==> src/rtl/fifo_read_engine.sv <==
// Drains a programmed burst from a 1-cycle-latency FIFO read port onto a valid/ready stream.
// Two-entry holding buffer gives 1 word/cycle; first out_valid 3 cycles after start; reads throttle on backpressure.
module fifo_read_engine #(
  parameter int DWIDTH = 8,
  parameter int CNT_W  = 16
) (
  input  logic              rd_clk,
  input  logic              res,
  input  logic              empty,
  input  logic [DWIDTH-1:0] rdata,
  input  logic              underflow,
  output logic              rd_en,
  input  logic              start,
  input  logic [CNT_W-1:0]  burst_len,
  output logic              busy,
  output logic              done,
  output logic              out_valid,
  output logic [DWIDTH-1:0] out_data,
  input  logic              out_ready,
  output logic [CNT_W-1:0]  rd_count,
  output logic              err_underflow
);

  typedef enum logic [1:0] {IDLE, RUN, DRAIN, DONE} state_t;

  localparam logic [CNT_W-1:0] CNT_ONE = CNT_W'(1);

  state_t            state_q, state_d;
  logic [CNT_W-1:0]  len_q, len_d;
  logic [CNT_W-1:0]  issued_q, issued_d;
  logic [CNT_W-1:0]  rd_count_q, rd_count_d;
  logic [1:0]        occ_q, occ_d;
  logic              inflight_q, inflight_d;
  logic [DWIDTH-1:0] buf0_q, buf0_d;
  logic [DWIDTH-1:0] buf1_q, buf1_d;
  logic              done_q, done_d;
  logic              err_q, err_d;

  logic              pop;
  logic              rd_en_c;
  logic [2:0]        occ_sum;

  always_comb begin
    pop     = (occ_q != 2'd0) && out_ready;
    // Words already owed to the buffer must leave room for this read.
    occ_sum = {1'b0, occ_q} + {2'b00, inflight_q};
    rd_en_c = (state_q == RUN) && !empty && (issued_q < len_q) &&
              (occ_sum < (3'd2 + {2'b00, pop}));
  end

  always_comb begin
    state_d    = state_q;
    len_d      = len_q;
    issued_d   = issued_q;
    rd_count_d = rd_count_q;
    occ_d      = occ_q;
    inflight_d = rd_en_c;
    buf0_d     = buf0_q;
    buf1_d     = buf1_q;
    done_d     = 1'b0;
    err_d      = err_q;

    // buf0 is the head; it keeps its last value once the buffer empties.
    unique case ({inflight_q, pop})
      2'b01: begin
        occ_d = occ_q - 2'd1;
        if (occ_q == 2'd2) buf0_d = buf1_q;
      end
      2'b10: begin
        occ_d = occ_q + 2'd1;
        if (occ_q == 2'd0) buf0_d = rdata;
        else               buf1_d = rdata;
      end
      2'b11: begin
        if (occ_q == 2'd1) begin
          buf0_d = rdata;
        end else begin
          buf0_d = buf1_q;
          buf1_d = rdata;
        end
      end
      default: ;
    endcase

    if (rd_en_c) issued_d = issued_q + CNT_ONE;
    if (pop && (rd_count_q != '1)) rd_count_d = rd_count_q + CNT_ONE;

    unique case (state_q)
      IDLE: begin
        if (start) begin
          rd_count_d = '0;
          if (burst_len != '0) begin
            len_d    = burst_len;
            issued_d = '0;
            err_d    = 1'b0;
            state_d  = RUN;
          end else begin
            done_d = 1'b1;
          end
        end
      end
      RUN: begin
        if (rd_en_c && (issued_d == len_q)) state_d = DRAIN;
      end
      DRAIN: begin
        if ((occ_d == 2'd0) && !inflight_d && (rd_count_d == len_q)) begin
          state_d = DONE;
          done_d  = 1'b1;
        end
      end
      DONE: state_d = IDLE;
      default: state_d = IDLE;
    endcase

    if (underflow) err_d = 1'b1;
  end

  always_ff @(posedge rd_clk or posedge res) begin
    if (res) begin
      state_q    <= IDLE;
      len_q      <= '0;
      issued_q   <= '0;
      rd_count_q <= '0;
      occ_q      <= 2'd0;
      inflight_q <= 1'b0;
      buf0_q     <= '0;
      buf1_q     <= '0;
      done_q     <= 1'b0;
      err_q      <= 1'b0;
    end else begin
      state_q    <= state_d;
      len_q      <= len_d;
      issued_q   <= issued_d;
      rd_count_q <= rd_count_d;
      occ_q      <= occ_d;
      inflight_q <= inflight_d;
      buf0_q     <= buf0_d;
      buf1_q     <= buf1_d;
      done_q     <= done_d;
      err_q      <= err_d;
    end
  end

  assign rd_en         = rd_en_c;
  assign busy          = (state_q != IDLE);
  assign done          = done_q;
  assign out_valid     = (occ_q != 2'd0);
  assign out_data      = buf0_q;
  assign rd_count      = rd_count_q;
  assign err_underflow = err_q;

endmodule

==> config.mk <==
export PLATFORM = sky130hd
export DESIGN_NAME = fifo_read_engine
export DESIGN_NICKNAME = d
export VERILOG_FILES = /design/src/rtl/fifo_read_engine.sv
export SDC_FILE = /design/constraint.sdc
export NUM_CORES = 1
export LEC_CHECK = 0
export BUFFER_PORTS_ARGS = -buffer_cell sky130_fd_sc_hd__buf_2
export CELL_PAD_IN_SITES_DETAIL_PLACEMENT = 1
export CELL_PAD_IN_SITES_GLOBAL_PLACEMENT = 2
export CORE_MARGIN = 2
export CORE_UTILIZATION = 30
export CTS_BUF_LIST = sky130_fd_sc_hd__clkbuf_16
export DETAILED_ROUTE_END_ITERATION = 8
export GPL_ROUTABILITY_DRIVEN = 0
export GPL_TIMING_DRIVEN = 0
export HOLD_SLACK_MARGIN = 0.03
export PLACE_DENSITY = 0.81
export SETUP_SLACK_MARGIN = 0.2
export SLEW_MARGIN = 40
export SYNTH_ARGS = -nofsm -noshare
export SYNTH_HDL_FRONTEND = slang
export SYNTH_SLANG_ARGS = --single-unit
==> constraint.sdc <==
create_clock -name rd_clk -period 4.5 [get_ports rd_clk]
set_input_delay 0 -clock rd_clk [delete_from_list [all_inputs] [get_ports rd_clk]]
set_output_delay 0 -clock rd_clk [all_outputs]
set_load 0.03 [all_outputs]
### After elaboration in Yosys (flattened, before gate mapping)

Cells that the tools add are included.

| storage, ports and cells | value |
|---|---|
| word-level logic and storage cells | 91 |
| memories | 0 |
| bits in latches | 0 |
| flip-flop bits (word level) | 71 |
| bits in writable memories | 0 |
| ROM bits | 0 |
| input port bits | 30 |

| operators by class | value |
|---|---|
| div/mod/pow operators | 0 |
| bitwise logic cells | 0 |
| multipliers | 0 |
| muxes and demuxes | 28 |
| shifts and indexed selects | 0 |
| eq/ne operators | 19 |
| magnitude comparators | 2 |
| reductions and logical operators | 26 |
| add/sub/neg operators | 6 |

Operator list:

| kind | count |
|---|---|
| $mux 16 | 7 |
| $mux 8 | 5 |
| $add 16x1->16 const B | 2 |
| $eq 16x16->1 | 2 |
| $pmux 8 s3 | 1 |
| $lt 16x16->1 | 1 |
| $ne 16x16->1 const B | 1 |
| $pmux 8 s2 | 1 |
| $reduce_bool 16->1 | 1 |
| $ne 2x2->1 const B | 7 |
| $reduce_and 3->1 | 4 |
| $reduce_bool 2->1 | 6 |
| $eq 2x2->1 const B | 5 |
| $logic_and 1x1->1 | 8 |
| $mux 2 | 4 |
| $pmux 2 s4 | 1 |
| $mux 1 | 7 |
| $eq 2x1->1 const B | 3 |
| $logic_not 2->1 | 3 |
| $pmux 2 s2 | 1 |
| $reduce_and 4->1 | 1 |
| $add 2x1->3 | 1 |
| $add 2x1->3 const A | 1 |
| $lt 3x3->1 | 1 |
| other kinds (6) | 7 |

### Depth between registers and ports, before layout

Gate-level depths: netlist of the first run.

| logic depth | value |
|---|---|
| depth after elaboration | 10 |
| depth in mapped cells | 15 |
| gate-level depth less buffers | 15 |

### Worst setup path before layout of the first run

OpenSTA, ideal clock, no wires.

| timing | value |
|---|---|
| path kind | register to register |
| start point | register occ_q[0] |
| end point | register state_q[1] |
| buffers on the path | 1 |
| slack | 1.290 ns |
| data required time | 4.372 ns |
| arrival | 3.082 ns |
| stages on the path, launching flop included | 14 |
| cells stage by stage | dfrtp_1 ha_1 ha_1 or4b_1 a221oi_2 o221a_2 nand2_2 inv_2 buf_2 nand3_1 nor4_1 nand4_2 a21oi_2 mux2_1 |

| between the ends | value |
|---|---|
| cells in the longest elaborated chain, start to end | 10 |

RTL lines:

| what | RTL line | RTL |
|---|---|---|
| start, declared | 32 | `logic [1:0] occ_q, occ_d;` |
| start signal, assigned | 124 | `occ_q <= 2'd0;` |
| start signal, assigned | 135 | `occ_q <= occ_d;` |
| $reduce_bool 2->1 | 44 | `pop = (occ_q != 2'd0) && out_ready;` |
| $logic_and 1x1->1 | 44 |  |
| $add 2x1->3 | 48 | `(occ_sum < (3'd2 + {2'b00, pop}));` |
| $lt 3x3->1 (*) | 48 |  |
| $logic_and 1x1->1 (*) | 47 | `rd_en_c = (state_q == RUN) && !empty && (issued_q < len_q) &&` |
| via rd_en | 12 | `output logic rd_en,` |
| $mux 16 / $logic_not 1->1 (equally long branches) | 85, 106 |  |
| $eq 16x16->1 / $logic_and 1x1->1 (equally long branches) | 103, 106 |  |
| $logic_and 1x1->1 (on tied branches) | 103, 106 |  |
| $ne 2x1->1 (no line) / $ne 2x2->1 (equally long branches) | n/a |  |
| $reduce_and 4->1 (no line) (*) | n/a |  |
| end signal, assigned | 131 | `state_q <= state_d;` |
| end, declared | 28 | `state_t state_q, state_d;` |

The timed path passes the listed nets; every way through them passes the cells marked *.
A chain may end at the register's enable or synchronous reset.

### Worst setup path in the final report of the first run

| timing | value |
|---|---|
| start point | register len_q[12] |
| end point | register state_q[1] |

| between the ends | value |
|---|---|
| cells in the longest elaborated chain, start to end | 8 |

RTL lines:

| what | RTL line | RTL |
|---|---|---|
| start, declared | 29 | `logic [CNT_W-1:0] len_q, len_d;` |
| start signal, assigned | 132 | `len_q <= len_d;` |
| $lt 16x16->1 | 47 |  |
| $logic_and 1x1->1 (2 in a row) | 47 |  |
| $mux 16 / $logic_not 1->1 (equally long branches) | 85, 106 |  |
| $eq 16x16->1 / $logic_and 1x1->1 (equally long branches) | 103, 106 |  |
| $logic_and 1x1->1 (on tied branches) | 103, 106 |  |
| $ne 2x1->1 (no line) / $ne 2x2->1 (equally long branches) | n/a |  |
| $reduce_and 4->1 (no line) (*) | n/a |  |

Mark *: on every way between the ends. The rest lies on a longest branch, timed or not.

==> impl_results.md, run 1 <==
* Status: complete, no violations
* Top FF cell, synth: dfrtp_1
* Post-synthesis cell type count at 71
* Router iterations before antenna repair at 5
* Reg clk slew, reported paths at roughly 70 ps
* Setup TNS Final at 0 ps
* Share of the synthesized area in the top cell type at 35.5%
* Nets at 733
* Total Power at approximately 0.0027 W
* Synth top area cells: dfrtp_1, ha_1, xnor2_1, nor2_1, nand2_1
* Tightest Pin Transition at 719 ps
* DRC at 0
* Fin. Hold Viols at 0
* Largest net degree at the start of global routing at 40
* Core Rows at 47
* Register Area at 1780 µm²
* Unrepaired setup endpoints after global routing: no
* Full die area at approximately 18000 µm²
* Ant diodes at 0
* Die H at between 100 and 150 µm
* Number of synthesized register bits at 71
* Mapped cell area at roughly 5000 µm²
* Worst-path fanout max at 10
* Commonest cells in the netlist: dfrtp_1, nor2_1, nand2_1
* Core region area at 16500 µm²
* Max_cap viols at 0
* Fmax at about 0.27 GHz
* Most common cell in the netlist: dfrtp_1
* Initial antenna violation count at 0
* Peak VDD IR at 218 µV
* Final Slew Violations at 0
* Setup crit start kind: flop
* First-pass GRT wire length at 28.3 mm
* Leak Pwr at 2.72 nW
* Post-DRT Antenna Nets at 0
* Sequential share of the synthesized area at 35.5%
* Vias in the first global route at a little over 5k
* TritonCTS clock tree: done
* Fillcell total at 1974
* Vias per Instance at roughly 5.4
* Synth Net Count at around 640
* Initial core utilization at 30.4%
* Setup bufs post-CTS at 0
* Warnings, synthesis at 0
* Post-DP HPWL at 13.2 mm
* Port bufs at 58
* Initial drt markers at 307
* Vias at approximately 4.9k
* Layout cells sized above 1 at 15.7%
* Worst hold path class: input port to asynchronous set/reset pin
* CTS Buf Count at 9
* Hold buffer count at cts at 27
* Asr flop ratio synth at 100%
* Gr ovfl total at 0
* Post-synthesis area per instance at between 8 and 9 µm²
* Die W at ~130 µm
* CP required at 4740 ps
* Slew HR at 52.0%
* P&R area growth vs syn at 23.1%
* R2r setup slk at between 700 and 800 ps
* DRT Wirelength at 17.4 mm
* Clk Latency, worst-skew pair at 360 ps
* Critical path arrival at 3990 ps
* Critical path endpoint category: flop
* Pwr dens at 432 nW/µm²
* Wire per inst at 19.3 µm
* Kind of critical path: flop to flop
* Clock tree buffer depth at 2
* Clock root cell: clkbuf_16
* Clk sinks at 71
* EDFF count, synth at 0
* Final Setup Violations at 0
* Period utilization at 83.4%
* Max Clock Skew at 8.68 ps
* Multi-input gate area at between 2000 and 3000 µm²
* H-tree lvl count at 3
* Io pins at 59
* Yosys top cell by area: dfrtp_1
* Post-layout min period at 3750 ps
* Total Routing Usage GR at 20.4%
* CTS resizes at 0
* Syn Inst Count at 578
[metal layers]
| layer | wire [µm] | GRT usage, % | part of all wire [%] | vias to the layer above |
|---|---|---|---|---|
| li1 | - | - | - | 2291 |
| met1 | 7370 | 24.4 | 42 | 2421 |
| met2 | 8790 | 36.4 | 50 | 127 |
| met3 | 842 | 4.83 | 4.8 | 32 |
| met4 | 414 | 6.68 | 2.4 | 0 |
| met5 | 0 | 0 | 0 | - |
[cells by family after synthesis]
family | count (synthesis) | synth area share (%)
AOI/OAI and AO/OA | 125 | 17.5
muxes | 13 | 2.85
DFF | 71 | 35.5
xor gates and xnor gates | 43 | 7.52
adders and majority gates | 28 | 7.00
buffers and inverters | 61 | 5.00
and+or+nand+nor | 237 | 24.6
[worst paths after layout]
| check | start | endpoint | cells after the start |
|---|---|---|---|
| setup / recovery | len_q[12] | state_q[1] | 12 |
| hold / removal | res | buf1_q[1] | 3 |
| hold reg to reg | err_underflow | err_underflow | 1 |
| max in group asynchronous | res | issued_q[5] | 4 |
| min in group rd_clk | out_ready | rd_count[0] | 5 |
| setup reg to reg | len_q[12] | state_q[1] | 12 |
[through the flow]
stage	utilization (%)	std cells	hold WS (ps)	worst slack, ps	area, µm²
after detailed placement	34.0	857	7.14	669	5600
final	37.4	900	165	746	6160
after floorplan	-	578	92.3	1290	5010
after CTS	37.4	900	175	655	6160
after global routing	37.4	900	184	362	6160
after global placement	33.8	856	185	735	5570
[critical path, cell delays in order (launching register included)]
cell and delay (ps):
dfrtp_1 470, inv_1 210, ha_1 340, nand4_1 220
nor4_1 450, a32oi_1 200, buf_4 220, a211oi_1 240
o2111ai_1 140, nor4_1 430, a31oi_1 200, a21oi_2 180
mux2_1 330
[report_power, final]
| group | switching (W) | internal, W |
|---|---|---|
| Clock | 0.000314 | 0.000430 |
| Combinational | 0.000645 | 0.000393 |
| Sequential | 0.000111 | 0.000772 |
| Total | 0.00107 | 0.00160 |
[state kept, by name, indices dropped and copies added (netlist names)]
name,count
len_q,16
err_underflow,1
buf1_q,8
done,1
occ_q,2
state_q,2
issued_q,16
out_data,8
rd_count,16
inflight_q,1
[cells in the final DEF (no fill, tap or decap), drive strengths merged, types with 16 or more instances in the layout]
cell,Yosys,routed
o21ai,30,30
inv,28,29
a21oi,30,30
xnor2,27,27
dlygate4sd3,0,27
nand2,54,54
dfrtp,71,71
buf,11,70
nand3,21,21
nand4,22,22
and3,16,16
clkbuf,21,30
nor2,59,59
xor2,16,16
ha,28,28
[cell type report]
type | instances | share of cell area, %
Sequential cell | 71 | 28.8
Inverter | 29 | 1.85
Tap cell | 220 | 4.47
Clock buffer | 9 | 3.65
Multi-Input combinational cell | 446 | 48.3
Timing Repair Buffer | 86 | 9.42
Buffer | 32 | 2.29
Clock inverter | 7 | 1.18
Power figures use the tool's default switching activity.
==> run 2, diff against run 1 <==
--- a/config.mk
+++ b/config.mk
@@ -15,7 +15,7 @@
 export GPL_ROUTABILITY_DRIVEN = 0
 export GPL_TIMING_DRIVEN = 0
 export HOLD_SLACK_MARGIN = 0.03
-export PLACE_DENSITY = 0.81
+export PLACE_DENSITY = 0.84
 export SETUP_SLACK_MARGIN = 0.2
 export SLEW_MARGIN = 40
 export SYNTH_ARGS = -nofsm -noshare
==> constraint.sdc (replaced) <==
create_clock -name rd_clk -period 3.2 [get_ports rd_clk]
set_input_delay 0 -clock rd_clk [delete_from_list [all_inputs] [get_ports rd_clk]]
set_output_delay 0 -clock rd_clk [all_outputs]
set_load 0.03 [all_outputs]
==> impl_results.md, run 2 (same netlist as run 1, synthesis figures left out) <==
* Status: complete, but fails checks (was complete, no violations)
* Failing checks: negative setup slack
* Finished Layout Cells at 926 (was 900)
* Die H at 133 µm (unchanged)
* Ant diodes at 0 (unchanged)
* Port bufs at 58 (unchanged)
* Post-layout min period at 3370 ps (was 3750 ps)
* Vias in the first global route at 5370 (was 5196)
* TritonCTS clock tree: done (unchanged)
* Full die area at 17700 µm² (unchanged)
* Worst-path fanout max at 6 (was 10)
* H-tree lvl count at 3 (unchanged)
* Layout cells sized above 1 at 25.8% (was 15.7%)
* Kind of critical path: flop to flop (unchanged)
* Most frequent cells in the layout: buf_2, dfrtp_1, nor2_1 (was dfrtp_1, buf_2, nor2_1)
* Max_cap viols at 0 (unchanged)
* Die W at 133 µm (unchanged)
* Crit. Startpoint: occ_q[0] (was len_q[12])
* Slew HR at 50.0% (was 52.0%)
* Placed cell area at 5640 µm² (was 5600 µm²)
* Fin area at 6670 µm² (was 6160 µm²)
* Router iterations before antenna repair at 5 (unchanged)
* CP required at 3430 ps (was 4740 ps)
* Cells after DPL at 857 (unchanged)
* Fillcell total at 1943 (was 1974)
* Initial core utilization at 30.4% (unchanged)
* Pwr dens at 585 nW/µm² (was 432 nW/µm²)
* Reg clk slew, reported paths at 70 ps (about the same)
* Largest net degree at the start of global routing at 49 (was 40)
* Period utilization at 105% (was 83.4%)
* Setup TNS Final at -270 ps (was 0 ps)
* Final Slew Violations at 0 (unchanged)
* Post-DRT Antenna Nets at 0 (unchanged)
* Core region area at 16500 µm² (unchanged)
* DRT Wirelength at 18.0 mm (was 17.4 mm)
* R2R Path End: state_q[1] (unchanged)
* Clk Latency, worst-skew pair at 350 ps (was 360 ps)
* Total Routing Usage GR at 20.7% (was 20.4%)
* Fin. Hold Viols at 0 (unchanged)
* Critical path arrival at 3600 ps (was 3990 ps)
* Final Setup Violations at 2 (was 0)
* CTS Buf Count at 9 (unchanged)
* Initial drt markers at 294 (was 307)
* Final setup margin at -168 ps (was 746 ps)
* Unrepaired setup endpoints after global routing: yes (was no)
* Launching point of the worst reg2reg path: occ_q[0] (was len_q[12])
* Tightest Pin Transition at 743 ps (was 719 ps)
* Max Clock Skew at 10.3 ps (was 8.68 ps)
* Peak VDD IR at 321 µV (was 218 µV)
* Leak Pwr at 2.90 nW (was 2.72 nW)
* Vias at 4993 (was 4871)
* Post-DP HPWL at 13.2 mm (about the same)
* Io pins at 59 (unchanged)
* Total Power at 0.00390 W (was 0.00267 W)
* Setup crit start kind: flop (unchanged)
* Worst hold path class: input port to asynchronous set/reset pin (unchanged)
* Gr ovfl total at 0 (unchanged)
* R2R cell count at 12 (unchanged)
* Fmax at 0.297 GHz (was 0.266 GHz)
* Most common cell after layout, fill and taps aside: buf_2 (was dfrtp_1)
* Critical path endpoint category: flop (unchanged)
* Clock tree buffer depth at 2 (unchanged)
* Clk sinks at 71 (unchanged)
* DRC at 0 (unchanged)
* Nets at 759 (was 733)
* Core Rows at 47 (unchanged)
* Clock root cell: clkbuf_16 (unchanged)
* R2r setup slk at -170 ps (was 750 ps)
* Initial antenna violation count at 0 (unchanged)
* Wire per inst at 19.4 µm (was 19.3 µm)
* P&R area growth vs syn at 33.1% (was 23.1%)
* Vias per Instance at 5.39 (was 5.41)
* First-pass GRT wire length at 28.4 mm (was 28.3 mm)
[run 2: changes by cell type in the layout (fill, tap and decap cells not counted), moves of 4 or more]
cell / delta
ha_4: +4
dfrtp_1: -12
inv_2: +5
dfrtp_2: +12
buf_4: +24
inv_1: -6
ha_1: -4
[run 2: area by class of cell]
| type | count | area (µm²) | area share [%] |
|---|---|---|---|
| well taps | 220 | 275 | 4.13 |
| multi-input cells | 446 | 3220 | 48.3 |
| clock buffers | 9 | 225 | 3.38 |
| plain buffers | 32 | 164 | 2.46 |
| inverters | 29 | 119 | 1.78 |
| repair buffers | 112 | 796 | 11.9 |
| flip-flops and latches | 71 | 1790 | 26.9 |
| clock inverters | 7 | 72.6 | 1.09 |
[run 2: critical path: stages, from the launching register on]
cell and delay (ps):
dfrtp_2 450, ha_4 190, ha_4 150, or4b_4 520, a221oi_4 280, o221a_4 290
buf_6 140, nand3_1 150, xnor2_1 190, a211oi_2 220, nand4_2 160, a21oi_2 200
mux2_4 310
[run 2: worst max path at each step]
stage                  to  slack (ps)  cells past startpoint
2_1_floorplan  state_q[1]         130                     13
3_3_place_gp   state_q[1]        -580                     12
3_5_place_dp   state_q[1]        -750                     12
4_1_cts        state_q[1]        -130                     12
5_1_grt        state_q[1]        -310                     14
6_report       state_q[1]        -170                     12
[run 2: power by group]
group	switching [W]	total, W	internal, W
combinational	0.000961	0.00162	0.000660
sequential	0.000154	0.00124	0.00109
clock	0.000430	0.00104	0.000605
[run 2: metrics by stage]
| stage | worst slack (ps) | utilization [%] | hold slack, ps |
|---|---|---|---|
| after detailed placement | -751 | 34.2 | -19.2 |
| after global routing | -312 | 40.5 | 168 |
| final | -168 | 40.5 | 150 |
| after floorplan | 130 | - | 92.3 |
| after global placement | -580 | 34.1 | 185 |
| after CTS | -134 | 39.6 | 151 |
[run 2: timing repair]
item	CTS	global route
endpoints found under the hold margin	106	0
hold buffers	27	0
resized for setup	41	18
pin swaps	12	11
buffers inserted	18	8
setup endpoints to repair	3	3
[run 2: metal layers]
layer	global-route usage (%)	share of wire [%]	vias up
met5	0	0	-
met4	8.75	2.9	0
met3	4.41	4.6	38
met2	36.5	50	136
met1	24.4	42	2471
li1	-	-	2348
==> run 3, diff against run 2 <==
--- a/config.mk
+++ b/config.mk
@@ -5,6 +5,7 @@
 export SDC_FILE = /design/constraint.sdc
 export NUM_CORES = 1
 export LEC_CHECK = 0
+export ABC_AREA = 1
 export BUFFER_PORTS_ARGS = -buffer_cell sky130_fd_sc_hd__buf_2
 export CELL_PAD_IN_SITES_DETAIL_PLACEMENT = 1
 export CELL_PAD_IN_SITES_GLOBAL_PLACEMENT = 2
@@ -15,7 +16,7 @@
 export GPL_ROUTABILITY_DRIVEN = 0
 export GPL_TIMING_DRIVEN = 0
 export HOLD_SLACK_MARGIN = 0.03
-export PLACE_DENSITY = 0.84
+export PLACE_DENSITY = 0.88
 export SETUP_SLACK_MARGIN = 0.2
 export SLEW_MARGIN = 40
 export SYNTH_ARGS = -nofsm -noshare
==> impl_results.md, run 3 <==
* Post-synthesis area per instance at 7.19 µm² (was 8.66 µm²)
* Clock tree buffer depth at 2 (unchanged)
* Asr flop ratio synth at 100% (unchanged)
* Router iterations before antenna repair at 4 (was 5)
* Tightest Pin Transition at 759 ps (was 743 ps)
* Largest net degree at the start of global routing at 58 (was 49)
* Top FF cell, synth: dfrtp_1 (unchanged)
* DRT Wirelength at 16.7 mm (was 18.0 mm)
* Layout cells sized above 1 at 18.3% (was 25.8%)
* Most common cell after layout, fill and taps aside: nand2_1 (was buf_2)
* Gr ovfl total at 0 (unchanged)
* First-pass GRT wire length at 27.3 mm (was 28.4 mm)
* Max_cap viols at 0 (unchanged)
* Sequential share of the synthesized area at 35.9% (was 35.5%)
* Fin area at 6210 µm² (was 6670 µm²)
* Die H at 132 µm (was 133 µm)
* Initial drt markers at 303 (was 294)
* CP max-delay cell: dfrtp_1 (was or4b_4)
* Total Power at 0.00582 W (was 0.00390 W)
* Fillcell total at 2066 (was 1943)
* Slowest stage delay, CP at 380 ps (was 520 ps)
* Met1 WL at 7.81 mm (was 7.59 mm)
* P&R area growth vs syn at 25.6% (was 33.1%)
* Initial antenna violation count at 1 (was 0)
* Final Setup Violations at 0 (was 2)
* Critical path arrival at 3040 ps (was 3600 ps)
* Clk sinks at 71 (unchanged)
* CTS Buf Count at 9 (unchanged)
* Slew HR at 49.4% (was 50.0%)
* Vias at 4840 (was 4993)
* Post-DP HPWL at 12.4 mm (was 13.2 mm)
* Port bufs at 58 (unchanged)
* Unrepaired setup endpoints after global routing: no (was yes)
* Final setup margin at 399 ps (was -168 ps)
* Wire per inst at 16.4 µm (was 19.4 µm)
* Clk Latency, worst-skew pair at 340 ps (was 350 ps)
* Peak VDD IR at 327 µV (was 321 µV)
* WL met2 at 8.16 mm (was 9.04 mm)
* Delay-heaviest family, CP: simple AND/OR/NAND/NOR gates (was compound AO/OA/AOI/OAI gates)
* Metal3 WL at 338 µm (was 822 µm)
* Nets at 850 (was 759)
* Setup crit start kind: flop (unchanged)
* Core region area at 16000 µm² (was 16500 µm²)
* Top layer in use: met4 (unchanged)
* Share of the synthesized area in the top cell type at 35.9% (was 35.5%)
* Post-synthesis cell type count at 40 (was 71)
* CP Cell Sequence: inv_1, ha_1, nand2_1, nor2_1, nor2_1, nand2_1, inv_4, clkbuf_4, nand4_1, nand2_1, o21ai_0, nor2_1, nand2_1, nor2_1, nand2_1, nand2_2, nand2_1, nand2_1, nand2_1 (was ha_4, ha_4, or4b_4, a221oi_4, o221a_4, buf_6, nand3_1, xnor2_1, a211oi_2, nand4_2, a21oi_2, mux2_4)
* Fmax at 0.357 GHz (was 0.297 GHz)
* DRC at 0 (unchanged)
* Mapped cell area at 4940 µm² (was 5010 µm²)
* Core Rows at 46 (was 47)
* Final Slew Violations at 0 (unchanged)
* Vias per Instance at 4.77 (was 5.39)
* Io pins at 59 (unchanged)
* Post-DRT Antenna Nets at 0 (unchanged)
* Max Clock Skew at 4.91 ps (was 10.3 ps)
* Syn Inst Count at 687 (was 578)
* Number of synthesized register bits at 71 (unchanged)
* Period utilization at 87.5% (was 105%)
* Warnings, synthesis at 0 (unchanged)
* Fin. Hold Viols at 0 (unchanged)
* Buf+Inv Stages, Crit Path at 3 (was 1)
* Kind of critical path: flop to flop (unchanged)
* Synth top area cells: dfrtp_1, nand2_1, ha_1, inv_1, nand3_1 (was dfrtp_1, ha_1, xnor2_1, nor2_1, nand2_1)
* CP most frequent cell: nand2_1 (was ha_4)
* Full die area at 17500 µm² (was 17700 µm²)
* Cells after DPL at 962 (was 857)
* Status: complete, no violations (was complete, but fails checks)
* Most frequent cells in the layout: nand2_1, inv_1, dfrtp_1 (was buf_2, dfrtp_1, nor2_1)
* Vias in the first global route at 5158 (was 5370)
* Placed cell area at 5540 µm² (was 5640 µm²)
* Initial core utilization at 30.9% (was 30.4%)
* Reg clk slew, reported paths at 60 ps (was 70 ps)
* CP required at 3440 ps (was 3430 ps)
* Yosys top cell by area: dfrtp_1 (unchanged)
* Synth Net Count at 745 (was 636)
* H-tree lvl count at 3 (unchanged)
* TritonCTS clock tree: done (unchanged)
* Total Routing Usage GR at 19.9% (was 20.7%)
* Commonest cells in the netlist: nand2_1, inv_1, dfrtp_1 (was dfrtp_1, nor2_1, nand2_1)
* Leak Pwr at 3.12 nW (was 2.90 nW)
* Setup Slack @ Placement at 23.3 ps (was -751 ps)
* Pwr dens at 938 nW/µm² (was 585 nW/µm²)
* EDFF count, synth at 0 (unchanged)
* Critical path endpoint category: flop (unchanged)
* Worst-path fanout max at 10 (was 6)
* Worst hold path class: input port to asynchronous set/reset pin (unchanged)
* Most common cell in the netlist: nand2_1 (was dfrtp_1)
* Post-layout min period at 2800 ps (was 3370 ps)
* Die W at 132 µm (was 133 µm)
* Clock root cell: clkbuf_16 (unchanged)
* Finished Layout Cells at 1014 (was 926)
-- run 3: where the power goes --
part / internal (W) / switching [W]
logic: 0.00107 / 0.00211
clock network: 0.000605 / 0.000437
registers: 0.00125 / 0.000354
-- run 3: final timing paths --
path,end,slack (ps),depth (start not counted),startpoint
setup / recovery,state_q[0],400,19,len_q[14]
hold / removal,issued_q[3],130,3,res
setup reg to reg,state_q[0],400,19,len_q[14]
hold reg to reg,buf1_q[3],490,2,buf1_q[3]
max in group asynchronous,rd_count[13],2540,4,res
min in group rd_clk,rd_count[1],310,7,out_ready
-- run 3: cells by family after synthesis --
| group | count (synthesis) | synth area share (%) |
|---|---|---|
| AND/OR/NAND/NOR | 378 | 34.2 |
| buffers and inverters | 109 | 8.91 |
| AO/OA/AOI/OAI | 73 | 8.30 |
| flip-flops | 71 | 35.9 |
| adder cells (fa/ha/maj) | 28 | 7.09 |
| XOR/XNOR | 20 | 3.70 |
| multiplexers | 8 | 1.82 |
-- run 3: layout make-up --
cell class | count | area [µm²] | area share (%)
buffer | 13 | 86.3 | 1.39
sequential | 71 | 1780 | 28.6
clock buffer | 9 | 225 | 3.63
inverter | 96 | 374 | 6.02
tap | 216 | 270 | 4.35
clock inverter | 7 | 72.6 | 1.17
timing repair buffer | 94 | 648 | 10.4
multi-input combinational | 507 | 2750 | 44.3
antenna | 1 | 2.50 | 0.0403
-- run 3: worst register-to-register path, stage by stage (launching register included) --
cell and delay [ps]:
dfrtp_1 380, inv_1 190, ha_1 270, nand2_1 180
nor2_1 70, nor2_1 90, nand2_1 90, inv_4 150
clkbuf_4 240, nand4_1 120, nand2_1 140, o21ai_0 100
nor2_1 140, nand2_1 60, nor2_1 100, nand2_1 110
nand2_2 90, nand2_1 70, nand2_1 60, nand2_1 40
-- run 3: metal layers --
| metal | up-vias | GRT usage [%] |
|---|---|---|
| li1 | 2431 | - |
| met5 | - | 0 |
| met1 | 2324 | 25.8 |
| met4 | 0 | 7.83 |
| met2 | 64 | 33.6 |
| met3 | 21 | 2.46 |
-- run 3: what timing repair did --
action                                  in CTS  in global routing
hold buffers                                27                  0
hold endpoints to repair                    97                  0
setup buffers                                2                  6
pin swaps                                    1                  2
gates resized for setup                      3                 12
endpoints found under the setup margin       2                  2
-- run 3: stage by stage --
stage	hold WS, ps	setup TNS (ps)	utilization, %
2_1_floorplan	92.3	0	-
4_1_cts	125	0	38.3
6_report	126	0	38.8
5_1_grt	156	0	38.8
3_5_place_dp	-59.4	0	34.6
3_3_place_gp	178	-23.3	34.4
